## config.mk

```make
export PLATFORM = sky130hd
export DESIGN_NAME = seq_onehot_decoder
export DESIGN_NICKNAME = d
export VERILOG_FILES = /design/src/rtl/dec_pkg.sv /design/src/rtl/onehot_therm_enc.sv /design/src/rtl/seq_onehot_decoder.sv
export SDC_FILE = /design/constraint.sdc
export NUM_CORES = 1
export LEC_CHECK = 0
export CAP_MARGIN = 20
export CORE_MARGIN = 5
export CORE_UTILIZATION = 40
export CTS_CLUSTER_DIAMETER = 30
export DETAILED_ROUTE_END_ITERATION = 8
export GPL_TIMING_DRIVEN = 0
export PLACE_DENSITY = 0.78
export SLEW_MARGIN = 10
export SYNTH_ARGS = -nofsm -noshare
export SYNTH_HDL_FRONTEND = slang
export SYNTH_HIERARCHICAL = 1
export SYNTH_SLANG_ARGS = --single-unit
```

## constraint.sdc

```tcl
create_clock -name clk -period 2.1 [get_ports clk]
set_input_delay 0.42 -clock clk [delete_from_list [all_inputs] [get_ports clk]]
set_output_delay 0.42 -clock clk [all_outputs]
set_load 0.02 [all_outputs]
```

## src/rtl/dec_pkg.sv

```systemverilog
// Shared types and constants for the registered one-hot/thermometer decoder.
// Imported by onehot_therm_enc and seq_onehot_decoder.
package dec_pkg;

    typedef enum logic {
        IDLE   = 1'b0,
        ACTIVE = 1'b1
    } dec_state_e;

    localparam logic MODE_ONEHOT = 1'b0;
    localparam logic MODE_THERM  = 1'b1;

    localparam int ERR_CNT_W = 8;

endpackage

```

## src/rtl/onehot_therm_enc.sv

```systemverilog
// Combinational select encoder: binary index -> one-hot or thermometer vector,
// plus a flag for indices beyond the number of output lines.
module onehot_therm_enc
    import dec_pkg::*;
#(
    parameter int IN_W    = 3,
    parameter int NUM_OUT = 8
) (
    input  logic [IN_W-1:0]    sel,
    input  logic               mode,
    output logic [NUM_OUT-1:0] vec,
    output logic               range_err
);

    // Out-of-range selects produce an all-zero vector so nothing downstream strobes.
    always_comb begin
        range_err = (int'(sel) >= NUM_OUT);
        vec       = '0;
        if (!range_err) begin
            for (int i = 0; i < NUM_OUT; i++) begin
                if (mode == MODE_THERM) begin
                    vec[i] = (i <= int'(sel));
                end else begin
                    vec[i] = (i == int'(sel));
                end
            end
        end
    end

endmodule

```

## src/rtl/seq_onehot_decoder.sv

```systemverilog
// Registered select decoder with valid/ready input and programmable hold time.
// Optional macro DEC_ERR_CNT_EN adds a saturating err_count output.
module seq_onehot_decoder
    import dec_pkg::*;
#(
    parameter int IN_W         = 3,
    parameter int NUM_OUT      = 8,
    parameter int PULSE_CYCLES = 1
) (
    input  logic               clk,
    input  logic               rst,
    input  logic               en,
    input  logic               in_valid,
    output logic               in_ready,
    input  logic [IN_W-1:0]    in_sel,
    input  logic               in_mode,
    output logic [NUM_OUT-1:0] out,
    output logic               out_valid,
    output logic               err,
    output logic               busy
`ifdef DEC_ERR_CNT_EN
    ,
    output logic [ERR_CNT_W-1:0] err_count
`endif
);

    localparam int CNT_W = $clog2(PULSE_CYCLES + 1);

    dec_state_e         state_q, state_d;
    logic [CNT_W-1:0]   cnt_q, cnt_d;
    logic [NUM_OUT-1:0] out_q, out_d;
    logic               out_valid_q, out_valid_d;
    logic               err_q, err_d;

    logic [NUM_OUT-1:0] enc_vec;
    logic               enc_range_err;
    logic               accept;

    onehot_therm_enc #(
        .IN_W    (IN_W),
        .NUM_OUT (NUM_OUT)
    ) u_enc (
        .sel       (in_sel),
        .mode      (in_mode),
        .vec       (enc_vec),
        .range_err (enc_range_err)
    );

    // Ready on the final hold cycle too, so back-to-back requests leave no zero gap.
    always_comb begin
        in_ready = 1'b0;
        if (!rst && en) begin
            case (state_q)
                IDLE:    in_ready = 1'b1;
                ACTIVE:  in_ready = (cnt_q == '0);
                default: in_ready = 1'b1;
            endcase
        end
    end

    assign accept = in_valid && in_ready;

    always_comb begin
        state_d     = IDLE;
        cnt_d       = '0;
        out_d       = '0;
        out_valid_d = 1'b0;
        err_d       = 1'b0;
        if (en) begin
            if (accept) begin
                if (enc_range_err) begin
                    err_d = 1'b1;
                end else begin
                    state_d     = ACTIVE;
                    cnt_d       = CNT_W'(PULSE_CYCLES - 1);
                    out_d       = enc_vec;
                    out_valid_d = 1'b1;
                end
            end else if (state_q == ACTIVE && cnt_q != '0) begin
                state_d     = ACTIVE;
                cnt_d       = cnt_q - 1'b1;
                out_d       = out_q;
                out_valid_d = 1'b1;
            end
        end
    end

    always_ff @(posedge clk) begin
        if (rst) begin
            state_q     <= IDLE;
            cnt_q       <= '0;
            out_q       <= '0;
            out_valid_q <= 1'b0;
            err_q       <= 1'b0;
        end else begin
            state_q     <= state_d;
            cnt_q       <= cnt_d;
            out_q       <= out_d;
            out_valid_q <= out_valid_d;
            err_q       <= err_d;
        end
    end

`ifdef DEC_ERR_CNT_EN
    logic [ERR_CNT_W-1:0] err_count_q, err_count_d;

    // Counts in step with the err register so the count and pulse appear together.
    always_comb begin
        err_count_d = err_count_q;
        if (err_d && err_count_q != {ERR_CNT_W{1'b1}}) begin
            err_count_d = err_count_q + 1'b1;
        end
    end

    always_ff @(posedge clk) begin
        if (rst) begin
            err_count_q <= '0;
        end else begin
            err_count_q <= err_count_d;
        end
    end

    assign err_count = err_count_q;
`endif

    assign out       = out_q;
    assign out_valid = out_valid_q;
    assign err       = err_q;
    assign busy      = (state_q == ACTIVE);

endmodule

```

==> results of run 1 <==
registers in the layout, indices dropped and copies added (netlist names):
signal and cells:
out 8, cnt_q 1, err 1, out_valid 1
kinds of logic (layout without fill, tap and decap cells):
group | count (synthesis) | after routing
flops | 11 | 11
mux | 2 | 2
other cells | 2 | 2
compound gates | 14 | 14
simple gates | 15 | 15
buf+inv | 7 | 28
layout make-up:
class                           instances  share of cell area, %
Buffer                                  6                   8.05
Sequential cell                        11                   29.5
Tap cell                               15                   2.52
Multi-Input combinational cell         33                   33.2
Timing Repair Buffer                   17                   22.7
Inverter                                1                  0.503
Clock buffer                            4                   3.52
critical path: cells and delay by family:
family | cells | cell delay [ns]
buffers and inverters | 2 | 0.77
AND/OR/NAND/NOR | 1 | 0.17
AO/OA/AOI/OAI | 1 | 0.11
cells in the mapped netlist, drive strengths merged:
cell,instances
nor3b,1
a21oi,3
o21ai,1
dfxtp,11
a32o,8
buf,6
and4b,1
nor2b,1
mux2i,1
conb,2
nand2,5
and3,1
inv,1
nor2,2
mux2,1
or2,2
o31ai,1
and4bb,1
o21a,1
nand2b,1
worst max-delay path by stage:
| stage | end | slack, ns |
|---|---|---|
| floorplan | in_ready | 0.78 |
| global placement | in_ready | -0.07 |
| detailed placement | in_ready | -0.09 |
| CTS | in_ready | 0.20 |
| global route | in_ready | 0.14 |
| finish | in_ready | 0.22 |
power by group:
group / total, mW / internal, mW / leakage [nW] / switching, mW
sequential: 0.215 / 0.213 / 0.0894 / 0.00247
clock: 0.140 / 0.0734 / 0.0150 / 0.0662
combinational: 0.0652 / 0.0356 / 0.195 / 0.0297
total: 0.420 / 0.322 / 0.299 / 0.0983
metal layers:
metal / GRT usage (%) / routed length, µm / part of all wire [%] / vias to the layer above
li1: - / - / - / 226
met4: 2.84 / 0 / 0 / 0
met2: 23.4 / 648 / 57 / 12
met1: 12.0 / 406 / 36 / 223
met5: 0 / 0 / 0 / -
met3: 7.03 / 80 / 7.0 / 0
through the flow:
stage | total power, mW | TNS (ns) | setup WS, ns | cell area [µm²] | hold slack, ns
after floorplan | 0.259 | 0 | 0.775 | 532 | 0.593
after global placement | 0.284 | -0.0711 | -0.0711 | 721 | 0.449
after detailed placement | 0.286 | -0.0879 | -0.0879 | 721 | 0.459
after CTS | 0.425 | 0 | 0.196 | 746 | 0.475
after global routing | 0.444 | 0 | 0.144 | 746 | 0.503
final | 0.420 | 0 | 0.216 | 746 | 0.467
==> flow_summary.json, run 1 <==
{
  "status": "complete, no violations",
  "io_pins": 20,
  "synth_compound_area_share_pct": 22.4,
  "r2r-start": "out_valid",
  "reg2reg_depth": 2,
  "crit_chain": "clkdlybuf4s50_1, nand2b_1, a21oi_1, dlygate4sd2_1",
  "grt_max_degree": 10,
  "dp_cells": 83,
  "timing.fmax_mhz": 531,
  "stdcell_count": 87,
  "power_leakage_nw": 0.299,
  "cp-startpoint": "rst",
  "reg2reg_slack_ns": 1.06,
  "critPathMaxFanout": 3,
  "synth_top_area_cell": "dfxtp_1",
  "h-tree-depth": 1,
  "synth_xor_area_share_pct": 0,
  "n_fill_cell": 117,
  "antenna_found_initial": 0,
  "start_kind": "primary input",
  "drc_errors": 0,
  "worst_ep_required_time_ns": 1.68,
  "cts_hold_buf": 0,
  "power_density_nw_per_um2": 563,
  "synth_seq_area_share_pct": 41.4,
  "cts_max_path_buffers": 2,
  "peakVddDrop_mv": 0.400,
  "cts_setup_buffers": 0,
  "synth_top_family_by_area": "compound AO/OA/AOI/OAI gates",
  "num_rows": 13,
  "viasPerCell": 5.30,
  "cp-end-kind": "primary output",
  "numCtsBuffers": 3,
  "overflow": 0,
  "num-nets-final": 81,
  "initial_core_util_pct": 41.4,
  "seq_area_um2": 220,
  "ctsResizeCount": 1,
  "grt_pass1_wl_um": 1880,
  "synth_mux_area_share_pct": 4.71,
  "dieWidth_um": 46.5,
  "vias": 461,
  "hold_viol": 0,
  "clock_sinks": 11,
  "ys_ff_latch": 11,
  "timing.rr.end": "out[1]",
  "firstDrtPassIters": 4,
  "clkTransAtPathRegs_ns": 0.06,
  "synth_nets": 59,
  "cts_tree": "yes",
  "cpPeakStageDelay_ns": 0.43,
  "rsz0062_at_grt": "false",
  "multi_input_area_um2": 248,
  "ys_warn_count": 6,
  "n_antenna_cell": 0,
  "fin_crit_sh_pct": 89.7,
  "synth_cells": 51,
  "clkLatencyLatePin_ns": 0.26,
  "hold_start": "out[4]",
  "slowest_stage": "clkdlybuf4s50_1",
  "slew_violations": 0,
  "synthTopCellsByArea": "dfxtp_1 (41%), a32o_1 (15%), buf_6 (8.5%)",
  "dieArea_um2": 2160,
  "maxCapViolations": 0,
  "first_iter_violations": 3,
  "finClkSkew_ns": 0.00214,
  "wl_per_cell_um": 13.0,
  "area_delta_synth_final_pct": 40.2,
  "final_common_cell": "clkdlybuf4s50_1",
  "synth_cell_type_count": 23,
  "wirelength_um": 1140,
  "drive_gt1_share_pct": 18.1,
  "dieHeight_um": 46.5,
  "netlist.area_leader.share_pct": 41.4,
  "grt_pass1_vias": 464,
  "holdPathStages": 1,
  "grtUsageTotal_pct": 12.7,
  "synth_adder_area_share_pct": 0,
  "critical_path_class": "primary input to primary output",
  "place.gp.congestion": 0.668,
  "clockRootBuffer": "clkbuf_4",
  "final_util_pct": 58.0,
  "hold_end": "out[4]",
  "synthSimpleGateAreaFrac_pct": 18.1,
  "cp.arrival_ns": 1.46,
  "netlist_area_um2": 532,
  "setup-violations-final": 0,
  "syn_area_per_cell_um2": 10.4,
  "period_needed_ns": 1.88,
  "portBuffers": 17,
  "hold_path_class": "flip-flop to flip-flop",
  "core_area_um2": 1280,
  "mostFrequentLayoutCells": "clkdlybuf4s50_1 (16), dfxtp_1 (11), a32o_1 (8)",
  "ant_nets": 0
}
No activity file was read; power rests on OpenSTA's default activity.
==> run 2: changes to the inputs <==
--- a/config.mk
+++ b/config.mk
@@ -6,12 +6,14 @@
 export NUM_CORES = 1
 export LEC_CHECK = 0
 export CAP_MARGIN = 20
+export CELL_PAD_IN_SITES_DETAIL_PLACEMENT = 1
+export CELL_PAD_IN_SITES_GLOBAL_PLACEMENT = 2
 export CORE_MARGIN = 5
-export CORE_UTILIZATION = 40
+export CORE_UTILIZATION = 26
 export CTS_CLUSTER_DIAMETER = 30
 export DETAILED_ROUTE_END_ITERATION = 8
 export GPL_TIMING_DRIVEN = 0
-export PLACE_DENSITY = 0.78
+export PLACE_DENSITY = 0.83
 export SLEW_MARGIN = 10
 export SYNTH_ARGS = -nofsm -noshare
 export SYNTH_HDL_FRONTEND = slang
==> run 2 against run 1 <==
Against the previous run: die area rose by 41%; wire length up 4.7%; fmax down 0.38%; hold slack hardly changed; non-clock buffer count unchanged; global-route usage decreased by 3.6 points; first-iteration DRC count stayed put; combinational power about the same.
==> flow_summary.json, run 2 (same netlist as run 1, synthesis figures left out) <==
{
  "num-nets-final": 81,
  "status": "complete, no violations",
  "first_iter_violations": 3,
  "slowest_stage": "clkdlybuf4s50_1",
  "cpPeakStageDelay_ns": 0.42,
  "dp_slack_ns": -0.0977,
  "critical_path_class": "primary input to primary output",
  "grt_max_degree": 10,
  "rsz0062_at_grt": "false",
  "wl_per_cell_um": 12.0,
  "setup-violations-final": 0,
  "portBuffers": 17,
  "dieWidth_um": 55.2,
  "clockRootBuffer": "clkbuf_4",
  "mostFrequentLayoutCells": "clkdlybuf4s50_1 (16), dfxtp_1 (11), a32o_1 (8)",
  "dieHeight_um": 55.2,
  "h-tree-depth": 1,
  "path_delay_family": "buffers and inverters",
  "final_area_um2": 761,
  "num_rows": 16,
  "firstDrtPassIters": 2,
  "path_depth": 4,
  "crit_chain": "clkdlybuf4s50_1, nand2b_1, a21oi_1, dlygate4sd2_1",
  "multi_input_area_um2": 248,
  "crit_buf_inv": 2,
  "grt_pass1_wl_um": 2200,
  "seq_area_um2": 220,
  "post_dp_cell_area_um2": 736,
  "grtUsageTotal_pct": 9.10,
  "n_fill_cell": 252,
  "fin_crit_sh_pct": 90.0,
  "wirelength_um": 1190,
  "ant_nets": 0,
  "hold_path_class": "flip-flop to flip-flop",
  "core_area_um2": 1960,
  "viasPerCell": 4.51,
  "area_delta_synth_final_pct": 43.1,
  "cp-end-kind": "primary output",
  "initial_core_util_pct": 27.1,
  "clkLatencyLatePin_ns": 0.26,
  "cts_setup_buffers": 0,
  "slew_violations": 0,
  "timing.fmax_mhz": 529,
  "peakVddDrop_mv": 0.158,
  "drc_errors": 0,
  "final_common_cell": "clkdlybuf4s50_1",
  "cts_tree": "yes",
  "maxCapViolations": 0,
  "dieArea_um2": 3050,
  "start_kind": "primary input",
  "clock_sinks": 11,
  "worst_ep_required_time_ns": 1.68,
  "io_pins": 20,
  "grt_pass1_vias": 464,
  "dp_hpwl_um": 968,
  "antenna_found_initial": 0,
  "cp.arrival_ns": 1.47,
  "n_antenna_cell": 0,
  "overflow": 0,
  "power_density_nw_per_um2": 557,
  "finalWorstSetupSlack_ns": 0.209,
  "finClkSkew_ns": 0.00640,
  "hold_viol": 0,
  "reg2reg_depth": 2,
  "place.gp.congestion": 0.741,
  "clkTransAtPathRegs_ns": 0.07,
  "critPathMaxFanout": 3,
  "largest_register_ffs": 8,
  "cts_max_path_buffers": 2,
  "power_leakage_nw": 0.299,
  "vias": 446,
  "numCtsBuffers": 3,
  "holdPathStages": 1,
  "period_needed_ns": 1.89,
  "drive_gt1_share_pct": 18.1
}
-- run 2: cell counts in the layout (fill, tap and decap cells not counted) --
No cell type changed its count.
-- run 2: routing by layer --
layer  routed length (µm)  track usage, %  vias up
li1                     -               -      227
met1                  480            9.99      212
met2                  656            15.4        7
met3                   51            4.20        0
met4                    0            3.13        0
met5                    0               0        -
-- run 2: area by class of cell --
cell class | count | share of cell area (%)
Buffer | 6 | 7.89
Inverter | 1 | 0.493
Tap cell | 27 | 4.44
Clock buffer | 4 | 3.45
Multi-Input combinational cell | 33 | 32.6
Sequential cell | 11 | 28.9
Timing Repair Buffer | 17 | 22.2
-- run 2: report_power, final --
part	leakage, nW	internal [mW]	switching, mW
clock network	0.0150	0.0733	0.0701
registers	0.0894	0.213	0.00236
logic	0.195	0.0355	0.0299
total	0.299	0.322	0.102
-- run 2: final timing paths --
check / from / endpoint / slack [ns]
max reg2reg: out_valid / out[2] / 1.08
max: rst / in_ready / 0.21
min: out[6] / out[6] / 0.47
min reg2reg: out[6] / out[6] / 0.47
-- run 2: through the flow --
stage | instances | utilization [%] | setup TNS, ns | hold WS (ns) | power (mW)
6_report | 99 | 38.8 | 0 | 0.467 | 0.424
5_1_grt | 99 | 38.8 | 0 | 0.481 | 0.450
4_1_cts | 99 | 38.8 | 0 | 0.471 | 0.434
3_5_place_dp | 95 | 37.5 | -0.0977 | 0.454 | 0.287
3_3_place_gp | 95 | 37.5 | -0.0853 | 0.451 | 0.286
2_1_floorplan | 51 | - | 0 | 0.593 | 0.259
-- run 2: timing repair --
item | in CTS | in global routing
endpoints found under the setup margin | 1 | 0
resized for setup | 1 | 0
hold buffers | 0 | 0
